[src/rtl/reg_bank_arbiter_pkg.sv]
// reg_bank_arbiter_pkg: FSM state encoding and requester IDs (bit positions in the one-hot winner).
package reg_bank_arbiter_pkg;
   typedef enum logic [1:0] {
      IDLE  = 2'd0,
      GRANT = 2'd1,
      WRITE = 2'd2
   } state_t;
   localparam int REQ_C   = 2;
   localparam int REQ_IN0 = 1;
   localparam int REQ_IN1 = 0;
endpackage

[src/rtl/reg_bank_arb_select.sv]
// reg_bank_arb_select: one-hot winner picker; C always wins, i_ptr high favours in1 over in0.
module reg_bank_arb_select
   import reg_bank_arbiter_pkg::*;
(
   input  logic       i_c_req,
   input  logic       i_in0_req,
   input  logic       i_in1_req,
   input  logic       i_ptr,
   output logic [2:0] o_win
);
   assign o_win[REQ_C]   = i_c_req;
   assign o_win[REQ_IN0] = !i_c_req && i_in0_req && (!i_ptr || !i_in1_req);
   assign o_win[REQ_IN1] = !i_c_req && i_in1_req && (i_ptr || !i_in0_req);
endmodule

[src/rtl/reg_bank_arbiter.sv]
// reg_bank_arbiter: three-requester register-bank write arbiter (IDLE -> GRANT -> WRITE).
// Define REG_BANK_ARB_RR_EN for round-robin between in0/in1; otherwise fixed C > in0 > in1.
module reg_bank_arbiter
   import reg_bank_arbiter_pkg::*;
#(
   parameter int DATA_W = 16,
   parameter int ADDR_W = 3
) (
   input  logic              clk,
   input  logic              rst,
   input  logic              c_req,
   input  logic [ADDR_W-1:0] c_addr,
   input  logic [DATA_W-1:0] c_data,
   output logic              c_gnt,
   input  logic              in0_req,
   input  logic [ADDR_W-1:0] in0_addr,
   input  logic [DATA_W-1:0] in0_data,
   output logic              in0_gnt,
   input  logic              in1_req,
   input  logic [ADDR_W-1:0] in1_addr,
   input  logic [DATA_W-1:0] in1_data,
   output logic              in1_gnt,
   input  logic              bank_ready,
   output logic              wr_en,
   output logic [ADDR_W-1:0] wr_addr,
   output logic [DATA_W-1:0] wr_data,
   output logic              busy,
   output logic [7:0]        wr_count
);
   state_t            r_state, w_next;
   logic [2:0]        r_win, w_win;
   logic [ADDR_W-1:0] r_addr;
   logic [DATA_W-1:0] r_data;
   logic [7:0]        r_count;
   logic              w_ptr, w_take;

   reg_bank_arb_select u_sel (
      .i_c_req   (c_req),
      .i_in0_req (in0_req),
      .i_in1_req (in1_req),
      .i_ptr     (w_ptr),
      .o_win     (w_win)
   );

   assign w_take = (r_state == IDLE) && (|w_win);

`ifdef REG_BANK_ARB_RR_EN
   logic r_ptr;
   // A C grant leaves the in0/in1 preference untouched
   always_ff @(posedge clk) begin
      if (rst) r_ptr <= 1'b0;
      else if (w_take && !w_win[REQ_C]) r_ptr <= w_win[REQ_IN0];
   end
   assign w_ptr = r_ptr;
`else
   assign w_ptr = 1'b0;
`endif

   always_ff @(posedge clk) begin
      if (rst) begin
         r_state <= IDLE;
         r_win   <= '0;
         r_addr  <= '0;
         r_data  <= '0;
         r_count <= '0;
      end else begin
         r_state <= w_next;
         if (w_take) begin
            r_win  <= w_win;
            r_addr <= w_win[REQ_C] ? c_addr : w_win[REQ_IN0] ? in0_addr : in1_addr;
            r_data <= w_win[REQ_C] ? c_data : w_win[REQ_IN0] ? in0_data : in1_data;
         end
         if (r_state == WRITE && bank_ready) r_count <= r_count + 8'd1;
      end
   end

   always_comb begin
      w_next = r_state;
      case (r_state)
         IDLE:    w_next = w_take ? GRANT : IDLE;
         GRANT:   w_next = WRITE;
         WRITE:   w_next = bank_ready ? IDLE : WRITE;
         default: w_next = IDLE;
      endcase
   end

   assign c_gnt    = (r_state == GRANT) && r_win[REQ_C];
   assign in0_gnt  = (r_state == GRANT) && r_win[REQ_IN0];
   assign in1_gnt  = (r_state == GRANT) && r_win[REQ_IN1];
   assign wr_en    = (r_state == WRITE);
   assign wr_addr  = r_addr;
   assign wr_data  = r_data;
   assign busy     = (r_state != IDLE);
   assign wr_count = r_count;
endmodule

[config.mk]
export PLATFORM = sky130hd
export DESIGN_NAME = reg_bank_arbiter
export DESIGN_NICKNAME = d
export VERILOG_FILES = /design/src/rtl/reg_bank_arbiter_pkg.sv /design/src/rtl/reg_bank_arb_select.sv /design/src/rtl/reg_bank_arbiter.sv
export SDC_FILE = /design/constraint.sdc
export NUM_CORES = 1
export LEC_CHECK = 0
export ABC_AREA = 1
export CORE_MARGIN = 10
export CORE_UTILIZATION = 40
export CTS_CLUSTER_DIAMETER = 80
export CTS_CLUSTER_SIZE = 8
export DETAILED_ROUTE_END_ITERATION = 6
export MAX_ROUTING_LAYER = met4
export PLACE_DENSITY = 0.91
export SLEW_MARGIN = 20
export SYNTH_ARGS = -nofsm -noshare
export SYNTH_HDL_FRONTEND = slang
export SYNTH_SLANG_ARGS = --single-unit
export TNS_END_PERCENT = 100
[constraint.sdc]
create_clock -name clk -period 2 [get_ports clk]
set_clock_uncertainty 0.1 [all_clocks]
set_input_delay 0.5 -clock clk [delete_from_list [all_inputs] [get_ports clk]]
set_output_delay 0.5 -clock clk [all_outputs]
set_load 0.005 [all_outputs]
==> qor.log <==
[outcome] result of the run complete, no violations
[sta] setup repair after global routing missed its margin no
[sta] final worst-path cycle share 96.4%
[worst_setup_path] Worst Reg2Reg Path Length in Cells 5
[layout] most frequent standard cell in the layout excluding fill and tap cells sky130_fd_sc_hd__nand2_1
[floorplanning] Starting Density 42.5%
[floorplanning] area of the die 0.00738 mm^2
[logic_synthesis] most area-hungry cell type in the Yosys netlist sky130_fd_sc_hd__dfxtp_1
[clock_network] number of buffers inserted during clock tree synthesis 5
[routing] Via Count 2037
[routing] ANT nets after route 0
[global_route] wire length of the first global-routing pass 9.20 mm
[global_route] number of global-route vias before repair 1929
[min_path] cell depth of the worst min-delay path 2
[power_and_ir_drop] relative contribution of combinational cells to total power 31.3%
[global_route] pin count of the biggest net entering global routing 26
[routing] DRC errors left 0
[power_and_ir_drop] sequential group share of total power 40.7%
[floorplanning] total number of placement rows 23
[floorplanning] count of pins on the block boundary 95
[global_route] number of antenna violations at the first check in global routing 0
[clock_network] maximum buffer depth of the clock tree 2
[sta] Worst-Margin Slew 0.462 ns
[worst_setup_path] endpoint arrival time on the critical path 1.33 ns
[logic_synthesis] share of Yosys cell area claimed by the top area cell type 36.9%
[sta] worst max-slew margin expressed relative to the limit 69.2%
[routing] detailed-route wire length per cell 13.8 um
[layout] number of fill cells in the layout 382
[place] dpl hpwl 4.65 mm
[layout] antenna cell count 0
[routing] aggregate routed wire length 5.83 mm
[logic_synthesis] number of distinct library cells after synthesis 20
[worst_setup_path] CP Max Fanout 6
[logic_synthesis] Yosys reg bits 32
[place] Final Wtd Congestion 0.817
[place] post-place setup slack -0.0488 ns
[worst_setup_path] top cell family by delay on the critical path buffers and inverters
[logic_synthesis] sequential-to-total area share from yosys stat 36.9%
[global_route] gr usage total 15.5%
[sta] count of final setup violators 0
[worst_setup_path] required time reported for the critical path endpoint 1.40 ns
[power_and_ir_drop] switching component of the power 0.509 mW
[logic_synthesis] average cell area after synthesis 6.36 um^2
[sta] minimum setup slack in the final design 0.0724 ns
[worst_setup_path] Crit. path cell count 3
[clock_network] CTS tree done
[routing] drt first pass iters 4
[routing] violation count after the first detailed-routing iteration 143
[layout] area growth from synthesis to final layout 63.0%
[clock_network] Clock Latency Late Sink 0.28 ns
[global_route] global route overflow 0
[power_and_ir_drop] Cell Int Power 1.30 mW
[clock_network] maximum level of the CTS H-tree 2
[routing] post-detailed-route via-to-cell ratio 4.84
[worst_setup_path] sum of buffers and inverters on the critical path 2
[sta] Pins Over Slew Limit 0
[clock_network] Reg clk slew, reported paths 0.07 ns
[worst_setup_path] Critical Path Start Type flop
[floorplanning] Die W 85.9 um
[logic_synthesis] nets in the synthesized netlist 337
[floorplanning] floorplan core area 0.00409 mm^2
[sta] setup tns final 0 ns
[sta] Peak Freq 519 MHz
[layout] fin nets 434
[power_and_ir_drop] Clock Power Share 28.0%
[floorplanning] DIE HEIGHT 85.9 um
[power_and_ir_drop] leakage 1.26 nW
[worst_setup_path] crit path max-delay cell type sky130_fd_sc_hd__clkdlybuf4s50_1
[power_and_ir_drop] VDD IR-drop max 0.000375 V
[sta] final count of hold timing violations 0
[place] IO Port Bufs 94
[layout] share of layout cells above drive strength 1 8.09%
[worst_setup_path] maximum single-stage delay on the critical path 0.45 ns
[clock_network] clock root buffer sky130_fd_sc_hd__clkbuf_8
[job] number of violations of the max-capacitance limit 0
[layout] most used cells in the layout excluding fill and tap cells sky130_fd_sc_hd__nand2_1, sky130_fd_sc_hd__clkdlybuf4s50_1, sky130_fd_sc_hd__nor2_1
[logic_synthesis] Post-Syn Instances 273
[clock_network] Sink Count 32
[power_and_ir_drop] switch share 28.1%
[worst_setup_path] critical path class flop to output port
[worst_setup_path] CP Capture Type output port
[clock_network] number of hold buffers added after cts 0
[power_and_ir_drop] power density cells 638 mW/mm^2
[sta] shortest period the worst path allows 1.93 ns
[min_path] type of the most critical hold path flop to flop
[logic_synthesis] cell area after technology mapping 0.00174 mm^2
[logic_synthesis] Synth warnings 0
[clock_network] number of setup buffers added after CTS 0
[worst_setup_path] critical path, cell by cell nor2_4 -> inv_1 -> clkdlybuf4s50_1
[logic_synthesis] top post-synthesis cells by area sky130_fd_sc_hd__dfxtp_1, sky130_fd_sc_hd__nand2_1, sky130_fd_sc_hd__nor2_1
logic make-up after synthesis:
kind of cell    Yosys count  share of synthesized area, %
compound gates           10                          2.88
buf+inv                  27                          7.56
fa+ha+maj                 1                         0.720
simple gates            201                          50.9
flops                    32                          36.9
xor+xnor                  2                          1.01
routing by layer:
layer | up-vias | GRT usage (%) | share of wire (%)
li1 | 1048 | - | -
met1 | 913 | 16.4 | 39
met3 | 8 | 4.26 | 5.8
met2 | 68 | 26.7 | 53
met4 | 0 | 5.99 | 1.8
met5 | - | - | 0
registers in the layout, summed over array words and instances, names as in the netlist:
register  count
wr_data      16
r_win         3
wr_addr       3
r_state       2
wr_count      8
final timing paths:
| check | start | to | slack (ns) |
|---|---|---|---|
| max reg2reg | r_state[1] | wr_data[1] | 0.63 |
| max | r_state[1] | busy | 0.07 |
| min reg2reg | r_win[0] | r_win[0] | 0.38 |
| min | r_win[0] | r_win[0] | 0.38 |
Yosys cell counts:
library cell               instances
sky130_fd_sc_hd__nand3b_1         19
sky130_fd_sc_hd__inv_2             3
sky130_fd_sc_hd__nand2_1          97
sky130_fd_sc_hd__buf_6             2
sky130_fd_sc_hd__nor2_1           54
sky130_fd_sc_hd__buf_2             9
sky130_fd_sc_hd__nor2_4            2
sky130_fd_sc_hd__clkbuf_1          1
sky130_fd_sc_hd__nor2_2            1
sky130_fd_sc_hd__dfxtp_1          32
sky130_fd_sc_hd__ha_1              1
sky130_fd_sc_hd__buf_1             1
sky130_fd_sc_hd__nand3_1          26
sky130_fd_sc_hd__nand3_2           1
sky130_fd_sc_hd__o21ai_1           1
sky130_fd_sc_hd__xor2_1            2
sky130_fd_sc_hd__buf_4             1
sky130_fd_sc_hd__a21oi_1           9
sky130_fd_sc_hd__nand2_2           1
sky130_fd_sc_hd__inv_1            10
layout make-up:
type,count,area (um^2),area share [%]
Timing Repair Buffer,104,1010,35.8
Multi-Input combinational cell,214,970,34.2
Sequential cell,32,643,22.7
Clock buffer,6,82.6,2.92
Tap cell,50,62.6,2.21
Inverter,13,48.8,1.72
Clock inverter,2,10.0,0.354
tightest hold or removal path, stage by stage (launching register included):
cell                      delay (ns)
sky130_fd_sc_hd__dfxtp_1        0.30
sky130_fd_sc_hd__inv_1          0.07
sky130_fd_sc_hd__a21oi_1        0.06
power by group through the flow:
stage / sequential, mW / clock (mW) / combinational, mW
2_1_floorplan: 0.748 / 0 / 0.252
3_3_place_gp: 0.745 / 0 / 0.556
3_5_place_dp: 0.747 / 0 / 0.570
4_1_cts: 0.734 / 0.516 / 0.572
5_1_grt: 0.742 / 0.547 / 0.625
6_report: 0.735 / 0.507 / 0.566
metrics by stage:
step                util [%]  instance area (um^2)  cells  power, mW  hold WS, ns
global placement        66.9                  2730    413       1.30        0.359
detailed placement      66.9                  2730    413       1.32        0.346
finish                  69.3                  2830    421       1.81        0.376
floorplan                  -                  1740    273       1.00        0.327
CTS                     69.2                  2830    421       1.82        0.376
global route            69.3                  2830    421       1.91        0.402
what timing repair did:
action / 4_1_cts / 5_1_grt
pin swaps: 1 / 0
endpoints found under the setup margin: 4 / 1
resized for setup: 7 / 1
Note: power is estimated with default switching activity, not from simulation.
